## config.mk

```make
export PLATFORM = sky130hd
export DESIGN_NAME = fluorescence_run_sequencer
export DESIGN_NICKNAME = d
export VERILOG_FILES = /design/src/rtl/fluorescence_run_sequencer.sv
export SDC_FILE = /design/constraint.sdc
export NUM_CORES = 1
export LEC_CHECK = 0
export ABC_CLOCK_PERIOD_IN_PS = 4570
export CAP_MARGIN = 0
export CORE_MARGIN = 2
export CORE_UTILIZATION = 55
export CTS_CLUSTER_SIZE = 25
export DETAILED_ROUTE_END_ITERATION = 10
export GPL_TIMING_DRIVEN = 0
export HOLD_SLACK_MARGIN = 0.02
export PLACE_DENSITY = 0.78
export SETUP_SLACK_MARGIN = 0.4
export SLEW_MARGIN = 15
export SYNTH_ARGS = -nofsm -noshare
export SYNTH_HDL_FRONTEND = slang
export SYNTH_SLANG_ARGS = --single-unit
```

## constraint.sdc

```tcl
create_clock -name clock_50_mhz -period 4.57 [get_ports clock_50_mhz]
set_input_delay 1.371 -clock clock_50_mhz [delete_from_list [all_inputs] [get_ports clock_50_mhz]]
set_output_delay 1.371 -clock clock_50_mhz [all_outputs]
set_load 0.005 [all_outputs]
```

## src/rtl/fluorescence_run_sequencer.sv

```systemverilog
// ---------------------------------------------------------------------------
// fluorescence_run_sequencer
//
// Sequences a lock-in photon-counting measurement run of N windows. Each
// window is CLEAR (zero the counter) -> INTEGRATE (modulate the light source,
// gate the counter into add/subtract phases with a blanking interval after
// every light edge) -> LATCH (hold a latch strobe until the consumer acks).
// After the last window a one-cycle run_done is issued.
//
// Ports
//   clock_50_mhz            system clock, all logic on its rising edge
//   reset                   synchronous active-high reset
//   start / abort           run control (start honoured in IDLE only,
//                           abort returns to IDLE from any state)
//   cfg_half_period (H)     light half-period in cycles
//   cfg_blank_cycles (B)    counting blanked for B cycles after each edge
//   cfg_integration_cycles  INTEGRATE length per window (I)
//   cfg_windows (N)         windows per run
//   latch_ack               consumer has taken the latched counts
//   light_source_pin        light drive
//   count_gate_add/_sub     counter add / subtract enables
//   count_clear             one-cycle counter clear
//   count_latch             latch valid, held until latch_ack
//   window_index            current window 0..N-1
//   busy                    high in every non-IDLE state
//   run_done                one-cycle pulse after the last window is acked
//   cfg_error               one-cycle pulse when a start is rejected
// ---------------------------------------------------------------------------
module fluorescence_run_sequencer #(
    parameter int TIMER_W  = 32,
    parameter int BLANK_W  = 16,
    parameter int WINDOW_W = 16
) (
    input  logic                clock_50_mhz,
    input  logic                reset,
    input  logic                start,
    input  logic                abort,
    input  logic [TIMER_W-1:0]  cfg_half_period,
    input  logic [BLANK_W-1:0]  cfg_blank_cycles,
    input  logic [TIMER_W-1:0]  cfg_integration_cycles,
    input  logic [WINDOW_W-1:0] cfg_windows,
    input  logic                latch_ack,
    output logic                light_source_pin,
    output logic                count_gate_add,
    output logic                count_gate_sub,
    output logic                count_clear,
    output logic                count_latch,
    output logic [WINDOW_W-1:0] window_index,
    output logic                busy,
    output logic                run_done,
    output logic                cfg_error
);

    typedef enum logic [2:0] {
        S_IDLE,
        S_CLEAR,
        S_INTEGRATE,
        S_LATCH,
        S_DONE
    } state_t;

    state_t              state_q, state_d;

    // Configuration captured at start; the run never looks at cfg_* again.
    logic [TIMER_W-1:0]  half_q, integ_q;
    logic [BLANK_W-1:0]  blank_cfg_q;
    logic [WINDOW_W-1:0] nwin_q;
    logic                capture;

    logic [TIMER_W-1:0]  mod_q, mod_d;       // position inside half-period
    logic [TIMER_W-1:0]  win_t_q, win_t_d;   // position inside window
    logic [BLANK_W-1:0]  blank_q, blank_d;   // remaining blanked cycles
    logic                phase_q, phase_d;   // 1 = light on half
    logic [WINDOW_W-1:0] idx_q, idx_d;
    logic                cfg_bad;
    logic                err_d;

    // Registered outputs
    logic light_q, add_q, sub_q, clear_q, latch_q, busy_q, done_q, err_q;

    assign cfg_bad = (cfg_half_period == '0) || (cfg_integration_cycles == '0)
                   || (cfg_windows == '0);

    always_comb begin
        state_d = state_q;
        mod_d   = mod_q;
        win_t_d = win_t_q;
        blank_d = blank_q;
        phase_d = phase_q;
        idx_d   = idx_q;
        capture = 1'b0;
        err_d   = 1'b0;

        case (state_q)
            S_IDLE: begin
                if (start && !abort) begin
                    if (cfg_bad) begin
                        err_d = 1'b1;
                    end else begin
                        capture = 1'b1;
                        state_d = S_CLEAR;
                    end
                end
            end
            S_CLEAR: begin
                mod_d   = '0;
                win_t_d = '0;
                blank_d = blank_cfg_q;
                phase_d = 1'b1;
                state_d = S_INTEGRATE;
            end
            S_INTEGRATE: begin
                // Light edge: flip phase and restart the blanking interval.
                if (mod_q == half_q - TIMER_W'(1)) begin
                    mod_d   = '0;
                    phase_d = ~phase_q;
                    blank_d = blank_cfg_q;
                end else begin
                    mod_d = mod_q + TIMER_W'(1);
                    if (blank_q != '0) begin
                        blank_d = blank_q - BLANK_W'(1);
                    end
                end
                if (win_t_q == integ_q - TIMER_W'(1)) begin
                    state_d = S_LATCH;
                end else begin
                    win_t_d = win_t_q + TIMER_W'(1);
                end
            end
            S_LATCH: begin
                if (latch_ack) begin
                    if (idx_q == nwin_q - WINDOW_W'(1)) begin
                        state_d = S_DONE;
                    end else begin
                        idx_d   = idx_q + WINDOW_W'(1);
                        state_d = S_CLEAR;
                    end
                end
            end
            S_DONE: begin
                idx_d   = '0;
                state_d = S_IDLE;
            end
            default: state_d = S_IDLE;
        endcase

        // Abort overrides every other transition, including ack and expiry.
        if (abort && (state_q != S_IDLE)) begin
            state_d = S_IDLE;
            idx_d   = '0;
            phase_d = 1'b0;
            blank_d = '0;
            mod_d   = '0;
            win_t_d = '0;
        end
    end

    always_ff @(posedge clock_50_mhz) begin
        if (reset) begin
            state_q     <= S_IDLE;
            half_q      <= '0;
            integ_q     <= '0;
            blank_cfg_q <= '0;
            nwin_q      <= '0;
            mod_q       <= '0;
            win_t_q     <= '0;
            blank_q     <= '0;
            phase_q     <= 1'b0;
            idx_q       <= '0;
            light_q     <= 1'b0;
            add_q       <= 1'b0;
            sub_q       <= 1'b0;
            clear_q     <= 1'b0;
            latch_q     <= 1'b0;
            busy_q      <= 1'b0;
            done_q      <= 1'b0;
            err_q       <= 1'b0;
        end else begin
            state_q <= state_d;
            mod_q   <= mod_d;
            win_t_q <= win_t_d;
            blank_q <= blank_d;
            phase_q <= phase_d;
            idx_q   <= idx_d;
            if (capture) begin
                half_q      <= cfg_half_period;
                integ_q     <= cfg_integration_cycles;
                blank_cfg_q <= cfg_blank_cycles;
                nwin_q      <= cfg_windows;
            end
            // Outputs are decoded from next-state values so that they line
            // up with the state they describe while still being registers.
            light_q <= (state_d == S_INTEGRATE) && phase_d;
            add_q   <= (state_d == S_INTEGRATE) && phase_d && (blank_d == '0);
            sub_q   <= (state_d == S_INTEGRATE) && !phase_d && (blank_d == '0);
            clear_q <= (state_d == S_CLEAR);
            latch_q <= (state_d == S_LATCH);
            busy_q  <= (state_d != S_IDLE);
            done_q  <= (state_d == S_DONE);
            err_q   <= err_d;
        end
    end

    assign light_source_pin = light_q;
    assign count_gate_add   = add_q;
    assign count_gate_sub   = sub_q;
    assign count_clear      = clear_q;
    assign count_latch      = latch_q;
    assign window_index     = idx_q;
    assign busy             = busy_q;
    assign run_done         = done_q;
    assign cfg_error        = err_q;

endmodule
```

Yosys cells after proc, flatten, opt, wreduce, memory -nomap -nowiden. Cells that the tools add are included.

Register bits: 204. Word-level logic and storage cells: 91.

Muxes and demuxes: 25. $add $sub $neg: 7. Reductions and logical operators: 24. Eq/ne operators: 14. Bitwise logic cells: 3.

Operators with widths (count): $pmux 32 s2 (2); $mux 16 (5); $add 32x1->32 const B (2); $eq 32x32->1 (2); $logic_not 32->1 (2); $mux 32 (2); $pmux 16 s2 (2); $sub 32x1->32 const B (2); $logic_not 16->1 (2); $sub 16x1->16 const B (2); $mux 3 (6); $add 16x1->16 const B (1); $eq 16x16->1 (1); $reduce_bool 16->1 (1); $eq 3x2->1 const B (4); $pmux 3 s4 (1); $eq 3x1->1 const B (2); $eq 3x3->1 const B (2); $logic_and 1x1->1 (6); $mux 1 (6); $ne 2x2->1 const B (3); $reduce_bool 3->1 (2); $reduce_bool 2->1 (2); $logic_not 3->1 (1); other kinds (8) (12).

Logic depth before layout (Yosys ltp).
Word-level depth: 10. Gate-level depth with buffers: 16. Mapped depth without buffers: 14.

Worst setup path before layout. OpenSTA, ideal clock, no wires.

Path type: flip-flop to flip-flop. Start point: reg half_q[9]. End point: reg add_q (netlist: count_gate_add). Required time: 4.509 ns. Clock period less this slack: 3.528 ns. Cell stages (with the launch flop): 16. Path slack: 1.042 ns. Arrival time: 3.467 ns. Buffers on the path: 3. Library setup time: 0.061 ns. Path through: dfxtp_1 > buf_2 > nor4_2 > and3_1 > clkbuf_1 > nand4_1 > xnor2_1 > or4_1 > nor4_1 > and4_1 > buf_6 > a211oi_1 > a211oi_2 > nand3_1 > nor3_2 > and4b_1.

Longest elaborated chain between the ends: 7.

RTL lines: start, declared (line 65) `logic [TIMER_W-1:0] half_q, integ_q;`; start signal, assigned (line 186) `half_q <= cfg_half_period;`; $sub 32x1->32 * (line 114) `if (mod_q == half_q - TIMER_W'(1)) begin`; $eq 32x32->1 * (line 114); $mux 16 or $mux 1 (tied branches) (line 114); $pmux 16 s2 or $pmux 1 s2 (tied branches) (line 94) `case (state_q)`; $mux 16 or $mux 1 (tied branches) (line 148) `if (abort && (state_q != S_IDLE)) begin`; $logic_not 16->1 or $logic_and 1x1->1 (tied branches) (line 194) `add_q <= (state_d == S_INTEGRATE) && phase_d && (blank_d == '0);`; $logic_and 1x1->1 * (line 194); end signal, assigned (line 194); end, declared (line 79) `logic light_q, add_q, sub_q, clear_q, latch_q, busy_q, done_q, err_q;`.

Every way passes the cells marked *; elsewhere a longest branch is shown, timed or not. A chain may end at the register's enable or synchronous reset.

Worst setup path after layout.
Start point: in cfg_half_period[31]. End point: reg half_q[12].

Longest elaborated chain between the ends: 6.

RTL lines: start, declared (line 38) `input logic [TIMER_W-1:0] cfg_half_period,`; $logic_not 32->1 (line 81) `assign cfg_bad = (cfg_half_period == '0) || (cfg_integration_cycles == '0)`; $logic_or 1x1->1 (line 81); $logic_or 1x1->1 (line 82) `|| (cfg_windows == '0);`; $mux 1 (line 97) `if (cfg_bad) begin`; $mux 1 (line 96) `if (start && !abort) begin`; $mux 1 (line 94).

No other way between the ends.

==> impl_metrics.json <==
{
  "ys_seq_area_share_pct": 34.21,
  "cts_tree": "done",
  "path_depth": 11,
  "synth.cell_area_um2": 11940,
  "path_class": "input pin to flop",
  "dp_hpwl_mm": 24.70,
  "yosys.cell_types.count": 85,
  "synth.ff_latch_count": 204,
  "hold_viol_final": 0,
  "crit_slowest_cell": "clkdlybuf4s50_1",
  "crit_path_max_fanout": 10,
  "rsz0062_at_grt": "true",
  "syn_area_per_cell_um2": 8.161,
  "synth_flop_cell": "dfxtp_1",
  "worstPathArrival_ns": 4.43,
  "async_flop_share_pct": 0,
  "grt_usage_pct": 28.51,
  "power_mw": 4.636,
  "clock-sinks": 204,
  "required_ns": 4.95,
  "fp.dieArea_um2": 22900,
  "leakage_nw": 5.374,
  "min_period_ns": 4.055,
  "setup_tns_ns": 0,
  "grt_pass1_wl_mm": 53.04,
  "switching_power_mw": 1.340,
  "grt_max_degree": 13,
  "hold_path.class": "flop to flop",
  "routed_wl_mm": 33.40,
  "slew_headroom_pct": 41.57,
  "start_util_pct": 56.44,
  "fmax_ghz": 0.2466,
  "combPwrFrac_pct": 20.7,
  "num_antenna_cells": 0,
  "start_kind": "input pin",
  "fin_nets": 1725,
  "grt_pass1_vias": 10770,
  "synth_edf_count": 0,
  "crit_family": "buffers and inverters",
  "port_buffers": 123,
  "vdd_drop_max_mv": 0.2728,
  "final_common_cell": "nor2_1",
  "die_w_um": 151.3,
  "clock_skew_ns": 0.02750,
  "remaining_drc_errors": 0,
  "vias": 11470,
  "cts_buffers": 23,
  "wl_per_cell_um": 17.50,
  "place.gp.congestion": 0.9340,
  "p_clk_share_pct": 38.4,
  "grt_antenna_before_repair": 0,
  "htree_levels": 1,
  "syn-num-nets": 1572,
  "row_count": 53,
  "cap_violations": 0,
  "end_kind": "flop",
  "ys_warn_count": 0,
  "overflow": 0,
  "tightest_slew_ns": 0.8764,
  "detail_route.iter0.violations": 844,
  "final_cell_mix": "nor2_1, dfxtp_1, clkdlybuf4s50_1, mux2i_1, nand2_1",
  "drt_pass1_iterations": 5,
  "final_layout_size_suffix_gt1_share_pct": 7.410,
  "drtAntennaViolNets": 0,
  "clkTransAtPathRegs_ns": 0.06,
  "place_area_um2": 13510,
  "internal-power_mw": 3.296,
  "p_seq_share_pct": 40.9,
  "vias_per_cell": 6.013,
  "final-setup-viol-count": 0,
  "core_area_um2": 21150,
  "synthCells": 1463,
  "fin_crit_sh_pct": 88.73,
  "clock_latency_ns": 0.53,
  "p_per_area_nw_per_um2": 321.9,
  "p_sw_share_pct": 28.91,
  "ioPinCount": 125,
  "cpPeakStageDelay_ns": 0.59,
  "rrSetupSlack_ns": 0.57,
  "cts_root_buf": "clkbuf_16",
  "area_growth_pct": 20.62,
  "ff2ff_path_depth": 14,
  "cts_buffer_depth": 3,
  "die_h_um": 151.3,
  "stdcell_area_um2": 14400,
  "crit_chain": "clkdlybuf4s50_1 -> nor4_2 -> nand4_1 -> o21ai_0 -> nor2_1 -> and4_1 -> clkbuf_1 -> buf_2 -> buf_2 -> mux2i_1 -> nor2_1",
  "maxSlewViolCount": 0,
  "crit_buf_inv": 4,
  "hold_depth": 2,
  "status": "finished, final reports clean"
}
## power by group through the flow
stage          registers (mW)  logic, mW  clock network, mW
5_1_grt                  1.90       1.05               1.87
2_1_floorplan            1.91      0.643                  0
3_5_place_dp             1.93      0.906                  0
3_3_place_gp             1.93      0.887                  0
4_1_cts                  1.89      0.920               1.79
6_report                 1.89      0.961               1.78
## cells in the mapped netlist, drive strengths merged, types with 5 or more instances
| cell type | n | area, um2 |
|---|---|---|
| nand2 | 88 | 330.3 |
| and3 | 37 | 236.5 |
| o21a | 7 | 52.55 |
| nand4 | 33 | 206.5 |
| nand3b | 9 | 67.56 |
| a31oi | 9 | 56.30 |
| nand2b | 11 | 68.82 |
| nand3 | 44 | 220.2 |
| buf | 30 | 166.4 |
| and4 | 9 | 78.83 |
| o211ai | 12 | 95.09 |
| o21ai | 48 | 240.2 |
| or4 | 21 | 165.2 |
| nor3 | 42 | 235.2 |
| or3 | 27 | 168.9 |
| or2 | 10 | 62.56 |
| a211oi | 10 | 85.08 |
| and2 | 16 | 102.6 |
| o41ai | 6 | 52.55 |
| a22oi | 8 | 60.06 |
| mux2i | 104 | 1041 |
| nor2 | 244 | 915.9 |
| o31ai | 11 | 82.58 |
| xor2 | 72 | 630.6 |
| a21oi | 56 | 287.8 |
| a311oi | 5 | 43.79 |
| inv | 22 | 82.58 |
| nor2b | 5 | 31.28 |
| nor3b | 9 | 72.57 |
| nor4 | 58 | 396.6 |
| o22ai | 7 | 43.79 |
| xnor2 | 68 | 595.6 |
| ha | 8 | 100.1 |
| clkbuf | 54 | 202.7 |
| dfxtp | 204 | 4084 |
## registers in the layout, indices dropped and copies added, names as in the netlist
register	cells
cfg_error	1
phase_q	1
mod_q	32
integ_q	32
count_gate_add	1
state_q	3
blank_cfg_q	16
count_clear	1
win_t_q	32
count_latch	1
half_q	32
blank_q	16
run_done	1
light_source_pin	1
window_index	16
count_gate_sub	1
nwin_q	16
busy	1
## worst register-to-register path, cell delays in order (launching register included)
cell and delay, ns:
dfxtp_1 0.30, buf_2 0.17, or4_4 0.55, nor3_2 0.24, a31oi_1 0.16, or4_4 0.59
nor4_2 0.35, o2111a_2 0.34, a21o_4 0.20, buf_4 0.22, o22ai_1 0.09, a21oi_1 0.19
nand3_1 0.14, nor3_2 0.15, and4b_1 0.24
## final cells by class
type,count,area [um2]
fill,1781,6753
timing repair buffer,128,1269
buffer,84,382.9
sequential,204,4084
multi-input combinational,1153,7522
inverter,22,82.58
clock inverter,7,66.31
clock buffer,35,650.6
tap,275,344.1
## final timing paths
path / startpoint / end
setup / recovery: cfg_half_period[31] / half_q[12]$_SDFFE_PP0P_
hold / removal: blank_cfg_q[12]$_SDFFE_PP0P_ / blank_cfg_q[12]$_SDFFE_PP0P_
setup reg to reg: half_q[6]$_SDFFE_PP0P_ / count_gate_add$_SDFF_PP0_
hold reg to reg: blank_cfg_q[12]$_SDFFE_PP0P_ / blank_cfg_q[12]$_SDFFE_PP0P_
## metrics by stage
| stage | hold slack, ns | worst slack (ns) | util [%] | cells |
|---|---|---|---|---|
| floorplan | 0.4532 | 1.042 | - | 1463 |
| finish | 0.5094 | 0.5149 | 68.08 | 1908 |
| CTS | 0.5085 | 0.4352 | 67.46 | 1903 |
| detailed placement | 0.4997 | -0.5751 | 63.88 | 1861 |
| global route | 0.5287 | 0.3714 | 68.08 | 1908 |
| global placement | 0.4794 | -0.5564 | 63.88 | 1861 |
## logic make-up after synthesis
kind of cell	share of synthesized area, %
xor gates and xnor gates	10.27
adders and majority gates	0.8384
AOI/OAI and AO/OA	12.28
and+or+nand+nor	29.71
DFF	34.21
buffers and inverters	3.783
muxes	8.908
## routing by layer
metal / track usage (%) / vias to the layer above / part of all wire [%]
met1: 38.89 / 5406 / 44
met5: 0 / - / 0
met3: 3.886 / 72 / 6.7
met4: 8.505 / 0 / 2.7
li1: - / 5586 / -
met2: 46.95 / 409 / 46
## repair_timing
item,CTS,global route
endpoints found under the hold margin,0,0
gates resized for setup,13,23
hold buffers,0,0
endpoints found under the setup margin,86,57
buffers inserted,0,5
cloned,0,0
pin swaps,1,5
Power figures use the tool's default switching activity.
